`src/rtl/proj_to_affine.sv`:
```
// proj_to_affine: converts one projective point (X2, Y2, Z2) over GF(P) to affine
// coordinates x = X2 / Z2, y = Y2 / Z2 (mod P). The inverse of Z2 is computed as
// Z2^(P-2) (Fermat) with one square-and-multiply step per cycle, MSB first.
//
// Ports:
//   clk, rst_n            clock (rising edge), asynchronous active-low reset
//   in_valid / in_ready   input handshake; X2, Y2, Z2 captured on accept
//   out_valid / out_ready output handshake; x_aff, y_aff, is_inf valid in DONE
//   is_inf                set when Z2 mod P == 0 (x_aff = y_aff = 0 then)
//
// Latency from accept to out_valid is a fixed EW+1 cycles.
module proj_to_affine #(
  parameter int unsigned W = 4,
  parameter int unsigned P = 11
) (
  input  logic         clk,
  input  logic         rst_n,
  input  logic         in_valid,
  output logic         in_ready,
  input  logic [W-1:0] X2,
  input  logic [W-1:0] Y2,
  input  logic [W-1:0] Z2,
  output logic         out_valid,
  input  logic         out_ready,
  output logic [W-1:0] x_aff,
  output logic [W-1:0] y_aff,
  output logic         is_inf
);

  localparam int unsigned EW = $clog2(P);
  localparam int unsigned IW = (EW > 1) ? $clog2(EW) : 1;
  localparam logic [EW-1:0]  Exp = EW'(P - 2);
  localparam logic [2*W-1:0] PW  = (2*W)'(P);
  localparam logic [W-1:0]   One = W'(1);

  typedef enum logic [1:0] {StIdle, StExp, StMul, StDone} state_e;

  // Reduce a double-width value into the field.
  function automatic logic [W-1:0] mod_red(input logic [2*W-1:0] a);
    logic [2*W-1:0] r;
    r = a % PW;
    return r[W-1:0];
  endfunction

  function automatic logic [W-1:0] mod_mul(input logic [W-1:0] a, input logic [W-1:0] b);
    logic [2*W-1:0] prod;
    prod = {{W{1'b0}}, a} * {{W{1'b0}}, b};
    return mod_red(prod);
  endfunction

  state_e         state_q, state_d;
  logic [W-1:0]   xr_q, xr_d, yr_q, yr_d, zr_q, zr_d;
  logic [W-1:0]   acc_q, acc_d;
  logic [IW-1:0]  idx_q, idx_d;
  logic           inf_r_q, inf_r_d;
  logic [W-1:0]   x_aff_q, x_aff_d, y_aff_q, y_aff_d;
  logic           is_inf_q, is_inf_d;

  logic [W-1:0]   acc_sq, acc_step, z_red;

  // One exponent step: square, then multiply by Z only where the exponent bit is set.
  assign acc_sq   = mod_mul(acc_q, acc_q);
  assign acc_step = mod_mul(acc_sq, Exp[idx_q] ? zr_q : One);
  assign z_red    = mod_red({{W{1'b0}}, Z2});

  always_comb begin
    state_d  = state_q;
    xr_d     = xr_q;
    yr_d     = yr_q;
    zr_d     = zr_q;
    acc_d    = acc_q;
    idx_d    = idx_q;
    inf_r_d  = inf_r_q;
    x_aff_d  = x_aff_q;
    y_aff_d  = y_aff_q;
    is_inf_d = is_inf_q;
    unique case (state_q)
      StIdle: begin
        if (in_valid) begin
          xr_d    = mod_red({{W{1'b0}}, X2});
          yr_d    = mod_red({{W{1'b0}}, Y2});
          zr_d    = z_red;
          acc_d   = One;
          idx_d   = IW'(EW - 1);
          inf_r_d = (z_red == '0);
          state_d = StExp;
        end
      end
      StExp: begin
        acc_d = acc_step;
        if (idx_q == '0) begin
          state_d = StMul;
        end else begin
          idx_d = idx_q - IW'(1);
        end
      end
      StMul: begin
        x_aff_d  = mod_mul(xr_q, acc_q);
        y_aff_d  = mod_mul(yr_q, acc_q);
        is_inf_d = inf_r_q;
        state_d  = StDone;
      end
      StDone: begin
        if (out_ready) state_d = StIdle;
      end
      default: state_d = StIdle;
    endcase
  end

  always_ff @(posedge clk or negedge rst_n) begin
    if (!rst_n) begin
      state_q  <= StIdle;
      xr_q     <= '0;
      yr_q     <= '0;
      zr_q     <= '0;
      acc_q    <= '0;
      idx_q    <= '0;
      inf_r_q  <= 1'b0;
      x_aff_q  <= '0;
      y_aff_q  <= '0;
      is_inf_q <= 1'b0;
    end else begin
      state_q  <= state_d;
      xr_q     <= xr_d;
      yr_q     <= yr_d;
      zr_q     <= zr_d;
      acc_q    <= acc_d;
      idx_q    <= idx_d;
      inf_r_q  <= inf_r_d;
      x_aff_q  <= x_aff_d;
      y_aff_q  <= y_aff_d;
      is_inf_q <= is_inf_d;
    end
  end

  // Gate with rst_n so in_ready is low for the whole reset window.
  assign in_ready  = (state_q == StIdle) && rst_n;
  assign out_valid = (state_q == StDone);
  assign x_aff     = x_aff_q;
  assign y_aff     = y_aff_q;
  assign is_inf    = is_inf_q;

endmodule

```
`config.mk`:
```
export PLATFORM = sky130hd
export DESIGN_NAME = proj_to_affine
export DESIGN_NICKNAME = d
export VERILOG_FILES = /design/src/rtl/proj_to_affine.sv
export SDC_FILE = /design/constraint.sdc
export NUM_CORES = 1
export LEC_CHECK = 0
export BUFFER_PORTS_ARGS = -buffer_cell sky130_fd_sc_hd__buf_2
export CAP_MARGIN = 5
export CORE_MARGIN = 2
export CORE_UTILIZATION = 40
export DETAILED_ROUTE_END_ITERATION = 8
export GPL_ROUTABILITY_DRIVEN = 0
export PLACE_DENSITY = 0.66
export SLEW_MARGIN = 20
export SYNTH_ARGS = -nofsm -noshare
export SYNTH_HDL_FRONTEND = slang
export SYNTH_SLANG_ARGS = --single-unit
```
`constraint.sdc`:
```
create_clock -name clk -period 14.8 [get_ports clk]
set_input_delay 1.48 -clock clk [delete_from_list [all_inputs] [get_ports clk]]
set_output_delay 1.48 -clock clk [all_outputs]
set_load 0.05 [all_outputs]
```
==> results.md <==
- Setup Viol. Count Final: 0
- RSZ-0062 raised after global routing: no
- DRC Markers: 0
- CTS resizes: 0
- TritonCTS buffer count: 5
- Initial DRT Pass Iterations: 4
- Worst min path class: flip-flop to flip-flop
- Gr ovfl total: 0
- CP max-delay cell: dfrtp_1
- Vias in the first global route: 4872
- Final Hold Fails: 0
- Critical path required time: 14990 ps
- Crit path max fanout: 19
- Main flop type after synthesis: dfrtp_1
- Crit path kind: flip-flop to flip-flop
- Clock slew at reported path FFs: 60 ps
- Postcts setup bufs: 0
- DP HPWL: 9.88 mm
- Synth cell types: 92
- CTS root buffer: clkbuf_16
- Die X: 123 µm
- Status: complete, no violations
- Average cell area after synthesis: 7.54 µm²
- Final net count: 844
- # IOs: 27
- Routed Antenna Nets: 0
- Minimum clock period: 11780 ps
- CTS sink count: 30
- TritonCTS clock tree: yes
- Cell Area, Synth: 5700 µm²
- Die height: 123 µm
- Initial antenna violation count: 0
- CP most frequent cell: ha_1
- Ranking of synthesized cells by area: dfrtp_1 13%, ha_1 13%, o21ai_0 5.0%
- Post-synthesis sequential area ratio: 13.2%
- WL per Instance: 13.9 µm
- FF-to-FF path depth: 43
- Synth top area share: 13.2%
- Gr usage total: 17.5%
- # hold bufs at CTS: 0
- Yosys top cell by area: dfrtp_1
- Worst Tran Pin Value: 1040 ps
- CP Launch Type: flip-flop
- Starting Density: 41.0%
- Origin of the worst setup path: acc_q[0]
- Synth-to-Final Area Change: 7.29%
- Max-cap violation count: 0
- Largest net degree at the start of global routing: 32
- Vias per inst: 5.85
- Reg-to-reg startpoint: acc_q[0]
- ANT cells: 0
- Clk Latency, worst-skew pair: 280 ps
- Yosys reg bits: 30
- Setup_tns: 0 ps
- YS warnings: 0
- CTS max path bufs: 2
- Core Area: 13900 µm²
- Die ar.: 15200 µm²
- Ratio of cells with drive above 1 in the final layout: 10.4%
- Synth Net Count: 841
- Slew margin rel.: 30.3%
- Cells after synthesis: 756
- Fillers: 1468
- Hold_sp: inf_r_q
- Fraction of registers with async set/reset: 100%
- CP Capture Type: flip-flop
- Rows: 43
- Slew Limit Fails: 0
- Worst Skew: 6.96 ps
- Port Buffers: 26
- First-pass GRT wire length: 22.6 mm
- Final wirelength: 13.0 mm
- Post-synth EDFFs: 0
- DRT iter0 DRCs: 392
- Data arrival time of the worst path: 11970 ps
- CTS H-tree depth: 2
- Cells on Worst Hold Path: 2
- Crit-path max cell delay: 740 ps
- Post-route clock period utilization: 79.6%
- Routed via count: 5500
- Peak Freq: 84.9 MHz
-- per-layer routing --
metal / global-route usage, % / up-vias / share of wire (%)
met2: 28.7 / 102 / 46
li1: - / 2802 / -
met5: 0 / - / 0
met3: 1.52 / 4 / 3.2
met4: 2.84 / 0 / 0.61
met1: 25.4 / 2592 / 50
-- final cells by class --
type	count	area [µm²]	share of cell area, %
multi-input combinational	643	4620	75.6
timing repair buffer	31	168	2.74
clock buffer	5	125	2.05
tap	180	225	3.68
sequential	30	751	12.3
clock inverter	3	40.0	0.655
inverter	48	180	2.95
-- sequential cells by signal, summed over array words and instances, names as in the netlist --
register / cells
acc_q: 4
zr_q: 4
idx_q: 2
y_aff: 4
state_q: 2
inf_r_q: 1
yr_q: 4
is_inf: 1
x_aff: 4
xr_q: 4
-- cells in the mapped netlist (3+ instances only) --
library cell  instances
a211oi_1             12
a21o_1                7
a21oi_1              41
a311oi_1              3
a31oi_1              14
a32oi_1               6
and2_1               34
and3_1                7
clkbuf_1             33
dfrtp_1              30
fa_1                 12
ha_1                 57
inv_1                47
mux2_2                3
mux2i_1              10
nand2_1              65
nand2b_1             10
nand3_1              14
nand4_1               7
nor2_1               70
nor2b_1               8
nor3_1               29
nor3b_1               3
nor4_1                5
o2111ai_1             3
o211a_1               7
o211ai_1             10
o21a_1                5
o21ai_0              57
o21bai_1              3
o22ai_1               3
o311a_1               4
o31ai_1               9
o32ai_1               4
o41ai_1               5
or2_2                 6
or3_1                 7
xnor2_1              22
xor2_1               12
-- kinds of logic (layout without fill, tap and decap cells) --
kind of cell | count (synthesis) | after routing | synth area share (%)
muxes | 15 | 15 | 2.85
xor gates and xnor gates | 37 | 37 | 6.19
DFF | 30 | 30 | 13.2
and+or+nand+nor | 278 | 278 | 24.3
adders and majority gates | 70 | 70 | 16.9
AOI/OAI and AO/OA | 243 | 243 | 30.9
buffers and inverters | 83 | 87 | 5.67
-- stage by stage --
stage	instance area [µm²]	util, %	worst slack (ps)	hold WS, ps	instances
2_1_floorplan	5700	-	4290	444	756
3_3_place_gp	5950	42.9	3710	468	932
3_5_place_dp	5950	42.9	3230	473	932
4_1_cts	6110	44.0	3170	486	940
5_1_grt	6110	44.0	1950	515	940
6_report	6110	44.0	3020	478	940
-- path summary, 6_finish.rpt --
kind	end	slack [ps]
setup reg to reg	acc_q[0]	3020
setup / recovery	acc_q[0]	3020
hold reg to reg	inf_r_q	480
min in group asynchronous	y_aff[0]	1220
max in group asynchronous	acc_q[2]	13260
hold / removal	inf_r_q	480
-- layout by cell type, fill, tap and decap left out, types with 14 or more instances in the layout --
master / count
nor2_1: 70
ha_1: 57
and2_1: 34
nand2_1: 65
nor3_1: 29
a31oi_1: 14
xnor2_1: 22
o21ai_0: 57
inv_1: 47
buf_2: 26
nand3_1: 14
a21oi_1: 41
dfrtp_1: 30
-- worst max-delay path: cells and delay by family (launching register included) --
kind            cells  cell delay (ps)
simple gates       13             3210
fa+ha+maj           9             2860
compound gates     14             3420
xor+xnor            4             1050
buf+inv             3              410
flops               1              740
Power is not shown: default switching activity piles up to over one toggle a cycle in this logic, so the estimate is an artifact.
